## src/rtl/pipe_pkg.sv

```systemverilog
// Shared pipeline types for the fetch->decode boundary.
//   if_id_bundle_t : packed {instr, pc, pc_plus_4} carried between fetch and decode
//   skid_state_t   : occupancy of a 2-entry skid buffer
//   NOP_INSTR      : addi x0,x0,0, used as the bubble instruction
//   bubble_if_id() : builds the bundle driven while no item is presented
package pipe_pkg;

   localparam int XLEN = 32;
   localparam logic [XLEN-1:0] NOP_INSTR = 32'h0000_0013;

   typedef struct packed {
      logic [XLEN-1:0] instr;
      logic [XLEN-1:0] pc;
      logic [XLEN-1:0] pc_plus_4;
   } if_id_bundle_t;

   // EMPTY: main invalid; FULL: main valid, skid invalid; SKID: both valid
   typedef enum logic [1:0] {
      SKB_EMPTY = 2'd0,
      SKB_FULL  = 2'd1,
      SKB_SKID  = 2'd2
   } skid_state_t;

   function automatic if_id_bundle_t bubble_if_id(
      input logic [XLEN-1:0] nop       = NOP_INSTR,
      input logic [XLEN-1:0] bubble_pc = '0
   );
      if_id_bundle_t b;
      b.instr     = nop;
      b.pc        = bubble_pc;
      b.pc_plus_4 = bubble_pc;
      return b;
   endfunction

endpackage

```

## src/rtl/pipe_skid_buffer.sv

```systemverilog
// Generic 2-entry valid/ready skid buffer with registered in_ready.
//   clk, rst        : clock, synchronous active-high reset
//   clear           : drop both entries (and anything accepted this cycle)
//   in_valid/ready  : upstream handshake; in_ready comes from a flop
//   in_data         : WIDTH-bit payload
//   out_valid/ready : downstream handshake
//   out_data        : payload of the oldest entry (held while stalled)
module pipe_skid_buffer
   import pipe_pkg::*;
#(
   parameter int WIDTH = 8
) (
   input  logic             clk,
   input  logic             rst,
   input  logic             clear,
   input  logic             in_valid,
   output logic             in_ready,
   input  logic [WIDTH-1:0] in_data,
   output logic             out_valid,
   input  logic             out_ready,
   output logic [WIDTH-1:0] out_data
);

   skid_state_t      state_q, state_d;
   logic             rdy_q;
   logic [WIDTH-1:0] main_q, skid_q;
   logic             ld_main_in, ld_main_skid, ld_skid;
   logic             accept, fire;

   // rdy_q already equals "not SKID"; the rst gate keeps in_ready low
   // for the whole reset cycle regardless of the pre-reset flop value.
   assign in_ready  = rdy_q & ~rst;
   assign out_valid = (state_q != SKB_EMPTY);
   assign out_data  = main_q;
   assign accept    = in_valid & in_ready;
   assign fire      = out_valid & out_ready;

   always_comb begin
      state_d      = state_q;
      ld_main_in   = 1'b0;
      ld_main_skid = 1'b0;
      ld_skid      = 1'b0;
      unique case (state_q)
         SKB_EMPTY: begin
            if (accept) begin
               state_d    = SKB_FULL;
               ld_main_in = 1'b1;
            end
         end
         SKB_FULL: begin
            if (accept && fire) begin
               ld_main_in = 1'b1;
            end else if (accept) begin
               state_d = SKB_SKID;
               ld_skid = 1'b1;
            end else if (fire) begin
               state_d = SKB_EMPTY;
            end
         end
         SKB_SKID: begin
            if (fire) begin
               state_d      = SKB_FULL;
               ld_main_skid = 1'b1;
            end
         end
         default: state_d = SKB_EMPTY;
      endcase
      if (clear) begin
         state_d      = SKB_EMPTY;
         ld_main_in   = 1'b0;
         ld_main_skid = 1'b0;
         ld_skid      = 1'b0;
      end
   end

   always_ff @(posedge clk) begin
      if (rst) begin
         state_q <= SKB_EMPTY;
         rdy_q   <= 1'b1;
      end else begin
         state_q <= state_d;
         rdy_q   <= (state_d != SKB_SKID);
      end
   end

   // Payload storage is qualified by state, so it carries no reset.
   always_ff @(posedge clk) begin
      if (ld_main_in)
         main_q <= in_data;
      else if (ld_main_skid)
         main_q <= skid_q;
      if (ld_skid)
         skid_q <= in_data;
   end

endmodule

```

## src/rtl/if_id_skid_stage.sv

```systemverilog
// Fetch->decode pipeline register built on a 2-entry skid buffer.
//   clk, rst                     : clock, synchronous active-high reset
//   flush                        : discard everything held or arriving this cycle
//   in_valid/in_ready            : fetch handshake (in_ready registered)
//   in_instr/in_pc/in_pc_plus_4  : fetched item
//   out_valid/out_ready          : decode handshake
//   out_instr/out_pc/out_pc_plus_4 : presented item, bubble when !out_valid
//   stall_cnt                    : saturating count of out_valid && !out_ready cycles
module if_id_skid_stage
   import pipe_pkg::*;
#(
   parameter int                    DATA_WIDTH = 32,
   parameter int                    CNT_WIDTH  = 16,
   parameter logic [DATA_WIDTH-1:0] NOP_INSTR  = pipe_pkg::NOP_INSTR,
   parameter logic [DATA_WIDTH-1:0] BUBBLE_PC  = '0
) (
   input  logic                  clk,
   input  logic                  rst,
   input  logic                  flush,
   input  logic                  in_valid,
   output logic                  in_ready,
   input  logic [DATA_WIDTH-1:0] in_instr,
   input  logic [DATA_WIDTH-1:0] in_pc,
   input  logic [DATA_WIDTH-1:0] in_pc_plus_4,
   output logic                  out_valid,
   input  logic                  out_ready,
   output logic [DATA_WIDTH-1:0] out_instr,
   output logic [DATA_WIDTH-1:0] out_pc,
   output logic [DATA_WIDTH-1:0] out_pc_plus_4,
   output logic [CNT_WIDTH-1:0]  stall_cnt
);

   localparam if_id_bundle_t BUBBLE = bubble_if_id(NOP_INSTR, BUBBLE_PC);
   localparam int            BUS_W  = $bits(if_id_bundle_t);
   localparam logic [CNT_WIDTH-1:0] CNT_ONE = {{(CNT_WIDTH-1){1'b0}}, 1'b1};

   if_id_bundle_t        in_bus, held_bus, out_bus;
   logic [BUS_W-1:0]     held_raw;
   logic [CNT_WIDTH-1:0] stall_q;

   assign in_bus.instr     = in_instr;
   assign in_bus.pc        = in_pc;
   assign in_bus.pc_plus_4 = in_pc_plus_4;

   pipe_skid_buffer #(
      .WIDTH (BUS_W)
   ) u_skid (
      .clk       (clk),
      .rst       (rst),
      .clear     (flush),
      .in_valid  (in_valid),
      .in_ready  (in_ready),
      .in_data   (in_bus),
      .out_valid (out_valid),
      .out_ready (out_ready),
      .out_data  (held_raw)
   );

   // Stale storage is masked so decode always sees a clean bubble.
   assign held_bus      = if_id_bundle_t'(held_raw);
   assign out_bus       = out_valid ? held_bus : BUBBLE;
   assign out_instr     = out_bus.instr;
   assign out_pc        = out_bus.pc;
   assign out_pc_plus_4 = out_bus.pc_plus_4;

   // Flush does not clear the counter; only rst does.
   always_ff @(posedge clk) begin
      if (rst)
         stall_q <= '0;
      else if (out_valid && !out_ready && (stall_q != '1))
         stall_q <= stall_q + CNT_ONE;
   end

   assign stall_cnt = stall_q;

endmodule

```

## config.mk

```make
export PLATFORM = sky130hd
export DESIGN_NAME = if_id_skid_stage
export DESIGN_NICKNAME = d
export VERILOG_FILES = /design/src/rtl/pipe_pkg.sv /design/src/rtl/pipe_skid_buffer.sv /design/src/rtl/if_id_skid_stage.sv
export SDC_FILE = /design/constraint.sdc
export NUM_CORES = 1
export LEC_CHECK = 0
export CAP_MARGIN = 10
export CORE_MARGIN = 2
export CORE_UTILIZATION = 40
export DETAILED_ROUTE_END_ITERATION = 7
export PLACE_DENSITY = 0.7
export SETUP_SLACK_MARGIN = 0.4
export SLEW_MARGIN = 30
export SYNTH_ARGS = -nofsm -noshare
export SYNTH_HDL_FRONTEND = slang
export SYNTH_SLANG_ARGS = --single-unit
```

## constraint.sdc

```tcl
create_clock -name clk -period 8.8 [get_ports clk]
set_input_delay 1.76 -clock clk [delete_from_list [all_inputs] [get_ports clk]]
set_output_delay 1.76 -clock clk [all_outputs]
set_load 0.05 [all_outputs]
```

==> impl_results.md <==
* Outcome: completed
* CTS tree: done
* Total length of routed wires at 18600 µm
* RePlAce Congestion at 0.773
* Via density per instance at 5.00
* Resized Gates After CTS at 0
* # port buffers at 214
* Final Hold Fails at 0
* Io pins at 215
* Reg2reg path depth at 6
* Crit. End Element: output pin
* Slowest stage delay, CP at 0.84 ns
* Area grow syn2layout at 36.3%
* Die X at 151 µm
* Largest fanout on the critical path at 23
* FFs w/ async S/R, synth at 0%
* Post-synthesis cell count at 524
* # DRC at 0
* Hold path start: u_skid.skid_q[78]
* Average size of a mapped cell at 16.4 µm²
* Total global routing overflow at 0
* Antenna violations before repair at 0
* Fillers at 1680
* Fin crit period at 5.45 ns
* Peak VDD IR at 0.000140 V
* Mapped Area at 8610 µm²
* Final period utilization at 61.9%
* Max Freq at 0.184 GHz
* Layout cells sized above 1 at 13.5%
* Vias in the first global route at 5360
* Cell Pwr Density at 188 nW/µm²
* Clk root buf: clkbuf_16
* Clock Skews at 0.0100 ns
* TNS Setup at 0 ns
* Leakage at 3.89 nW
* Least-Margin Pin Slew at 0.802 ns
* Max_cap viols at 0
* Dpl hpwl at 12300 µm
* Hold Path End: u_skid.out_data[78]
* Cells along the critical path: clkdlybuf4s50_1 -> nor2b_1 -> clkdlybuf4s50_1
* CP max stage cell: clkdlybuf4s50_1
* Fin nets at 847
* Drt pass-1 iters at 4
* Drt wl/cell at 18.1 µm
* Hold Path Cell Cnt at 1
* Most frequent cells in the layout: clkdlybuf4s50_1 (214), edfxtp_1 (192), and2_1 (93)
* Worst Hold Class: reg2reg
* Most used flip-flop cell after synthesis: edfxtp_1
* Syn_nets at 626
* Final worst-path setup slack at 3.35 ns
* Routed vias at 5164
* First-pass GRT wire length at 28700 µm
* #FFs+latches synth at 211
* # Post-CTS Setup Buffers at 0
* Starting Density at 40.8%
* Slew Viols, Final at 0
* Total clock sinks at 211
* Antenna-violating nets left at 0
* Post-synthesis sequential area ratio at 71.4%
* Startpoint types: primary input
* Reg2Reg Setup Slack at 5.96 ns
* Finish-stage setup viols at 0
* Place WS at 3.39 ns
* Register clock-pin slew on the reported worst setup and hold paths at 0.06 ns
* Overall global routing resource usage at 16.1%
* Ys Warns at 0
* CP arrival at 3.69 ns
* DR iter-0 viols at 247
* H-tree Lvls at 1
* Max-slew headroom at 46.4%
* Most common cell after layout, fill and taps aside: clkdlybuf4s50_1
* Number of enable flip-flop cells after synthesis at 192
* Largest net degree at the start of global routing at 54
* Critical path's most frequent cell: clkdlybuf4s50_1
* RSZ-0062 raised after global routing: no
* Worst R2R End: u_skid.out_data[44]
* Worst EP required at 7.04 ns
* Crit Path Category: in2out
* Hold_buf cts at 0
* Count of unique library cells instantiated by Yosys at 42
* Die footprint at 22700 µm²
* Site Rows at 53
* CORE AREA at 21100 µm²
* Reg-to-Reg Start: u_skid.rdy_q
* Diode count at 0
* Worst-Skew Late Latency at 0.50 ns
* Longest Clk Path Bufs at 3
* DIE HEIGHT at 151 µm
* CTS Buf Count at 23
cell usage after synthesis, types with 2 or more instances:
master	count	area (µm²)
a21oi_1	14	70.1
and2_1	93	582
and3_1	2	12.5
and4_1	2	17.5
buf_2	2	10.0
buf_4	6	45.0
buf_6	5	56.3
clkbuf_1	12	45.0
dfxtp_1	19	380
edfxtp_1	192	5770
inv_1	3	11.3
mux2_1	40	450
mux2_2	57	642
mux2i_1	2	20.0
nand2_1	6	22.5
nand2b_1	7	43.8
nand3_1	3	15.0
nand4_1	6	37.5
nor2_1	5	18.8
nor2b_1	4	25.0
nor3_1	4	20.0
nor4_1	2	12.5
o21ai_0	8	40.0
o31ai_1	3	22.5
or3_1	8	50.1
or4_1	3	22.5
sequential cells by signal, indices dropped and copies added, names as in the netlist:
| signal | count |
|---|---|
| u_skid.rdy_q | 1 |
| stall_cnt | 16 |
| u_skid.out_data | 96 |
| u_skid.skid_q | 96 |
| u_skid.state_q | 2 |
through the flow:
stage          total power, W  util [%]  hold slack, ns  area, µm²  cells
3_5_place_dp          0.00130      52.2           0.512      11000    995
2_1_floorplan         0.00122         -           0.501       8610    524
3_3_place_gp          0.00130      52.2           0.494      11000    995
6_report              0.00221      55.6           0.523      11700   1033
4_1_cts               0.00224      55.6           0.526      11700   1033
5_1_grt               0.00228      55.6           0.541      11700   1033
area by class of cell:
| class | instances | area, µm² | share of cell area [%] |
|---|---|---|---|
| clock buffer | 27 | 591 | 5.04 |
| clock inverter | 11 | 129 | 1.10 |
| multi-input combinational | 285 | 2310 | 19.7 |
| tap | 275 | 344 | 2.93 |
| timing repair buffer | 221 | 2190 | 18.7 |
| inverter | 3 | 11.3 | 0.0960 |
| sequential | 211 | 6150 | 52.4 |
how the worst max path moves through the flow:
stage / startpoint / end / slack (ns) / cells after the start
6_report: rst / in_ready / 3.35 / 3
5_1_grt: rst / in_ready / 3.29 / 3
4_1_cts: rst / in_ready / 3.38 / 3
3_5_place_dp: rst / in_ready / 3.39 / 3
3_3_place_gp: rst / in_ready / 3.43 / 3
2_1_floorplan: rst / u_skid.out_data[0] / 1.95 / 3
worst max-delay path, delay by kind of cell:
family | cells | cell delay [ns]
buf+inv | 2 | 1.66
simple gates | 1 | 0.27
report_power, final:
group	internal [W]	switching, W	leakage [nW]	total (W)
Combinational	0.0000791	0.0000918	1.64	0.000171
Clock	0.000563	0.000367	0.351	0.000930
Sequential	0.00111	0.00000326	1.90	0.00111
metal layers:
layer	up-vias	wire, µm	track usage [%]
li1	2401	-	-
met1	2552	7900	21.4
met2	184	9020	26.2
met3	27	1320	4.21
met4	0	400	4.25
met5	-	0	0
cell families (layout without fill, tap and decap cells):
logic type                 after synthesis  count (layout)  share of synthesized area [%]
muxes                                   99              99                           12.9
buffers and inverters                   28             262                           1.95
adders and majority gates                1               1                          0.145
AOI/OAI and AO/OA                       32              32                           2.25
xor gates and xnor gates                 1               1                          0.102
DFF                                    211             211                           71.4
and+or+nand+nor                        152             152                           11.2
(Power assumes the default switching activity.)
==> edit: new RTL, same settings <==
Re-encode `skid_state_t` (3 states) as one-hot, 3 bits wide.
--- a/src/rtl/pipe_pkg.sv
+++ b/src/rtl/pipe_pkg.sv
@@ -17,6 +17,6 @@
    // EMPTY: main invalid; FULL: main valid, skid invalid; SKID: both valid
-   typedef enum logic [1:0] {
-      SKB_EMPTY = 2'd0,
-      SKB_FULL  = 2'd1,
-      SKB_SKID  = 2'd2
+   typedef enum logic [2:0] {
+      SKB_EMPTY = 3'b001,
+      SKB_FULL  = 3'b010,
+      SKB_SKID  = 3'b100
    } skid_state_t;
Function: no difference found for any inputs over 4 cycles, from zero or initial values and one cycle with rst high; so few cycles prove little.
==> edit against the unedited design <==
  * Sequential cell count grew 1
  * Wire length grew 0.22%
  * Synthesized area grew 2.8%
  * Setup slack gained 0.055 ns
  * Design area grew 2.4%
  * Worst hold slack lost 0.011 ns
  * Power grew 2.3%
==> edit: results (changes against the unedited design) <==
* Worst R2R Start: u_skid.state_q[0]
* Total track usage at 0.157 (-0.00312)
* Largest net degree at the start of global routing at 73 (+35%)
* Layout fillers at 1770 (+5.4%)
* Iter 0 DRT Violations at 312 (+26%)
* HP Start: stall_cnt[9]
* Routed WL at 18.7 mm (+0.22%)
* Worst-margin pin slew at 0.874 ns (+0.0721 ns)
* Met1 GRT Util at 0.200 (-0.0142)
* Hpwl dp at 12.3 mm (+0.69%)
* Layout Utilization at 0.552 (-0.00437)
* Hold Path Stages at 2 (+1)
* Status: completed
* Xor/xnor share of the synthesized area at 0.000990 (-0.0000276)
* Seq pwr share at 0.492 (-0.010)
* R2R cell count at 5 (-1)
* Synth cell count leaders: edfxtp_1 (192), and2_1 (93), mux2_2 (58)
* Synth Net Count at 636 (+1.6%)
* Yosys warns at 0 (unchanged)
* Mux share of post-synthesis cell area at 0.142 (+0.0125)
* Area after DPL at 0.0113 mm^2 (+2.4%)
* Reg-to-reg setup timing slack at 5.79 ns (-0.17 ns)
* Worst reg2reg endpoint: u_skid.out_data[21]
* GPL Wtd Cong at 0.755 (-2.3%)
* Synth unique cells at 46 (+9.5%)
* Synth Area in Compound Gates at 0.0259 (+0.00335)
* Met2 GRT Util at 0.259 (-0.00302)
* Worst vdd ir at 111 uV (-21%)
* Met3 Use GR at 0.0557 (+0.0136)
* Switching power at 0.491 mW (+6.2%)
* Vias at 5208 (+0.85%)
* Static Leak at 4.03 nW (+3.5%)
* Adder-cell share of the synthesized area at 0.00141 (-0.0000395)
* Clock period minus worst slack at 5.39 ns (-0.0553 ns)
* Pre-CTS WS at 3.40 ns (+0.0160 ns)
* First-pass GRT wire length at 29.8 mm (+4.2%)
[edit: cell type report]
type / instances / share of cell area
Multi-Input combinational cell: 291 / 0.212
Clock buffer: 34 / 0.0537
Clock inverter: 7 / 0.00719
Sequential cell: 212 / 0.514
Timing Repair Buffer: 220 / 0.184
Inverter: 3 / 0.000938
Tap cell: 280 / 0.0292
[edit: metrics by stage]
stage	power [mW]	instances	hold slack, ns
final	2.26	1047	0.513
after global placement	1.34	1005	0.480
after floorplan	1.25	534	0.525
after CTS	2.29	1047	0.513
after global routing	2.34	1047	0.547
after detailed placement	1.35	1006	0.505
[edit: power groups by stage]
stage	clock [mW]	sequential [mW]	combinational (mW)
3_3_place_gp	0	1.13	0.212
5_1_grt	0.998	1.11	0.227
2_1_floorplan	0	1.14	0.117
3_5_place_dp	0	1.13	0.216
6_report	0.934	1.11	0.215
4_1_cts	0.959	1.11	0.217
[edit: layer usage]
layer	routed length, um	part of all wire
met3	1580	0.084
met1	7890	0.42
met4	323	0.017
met5	0	0
met2	8900	0.48
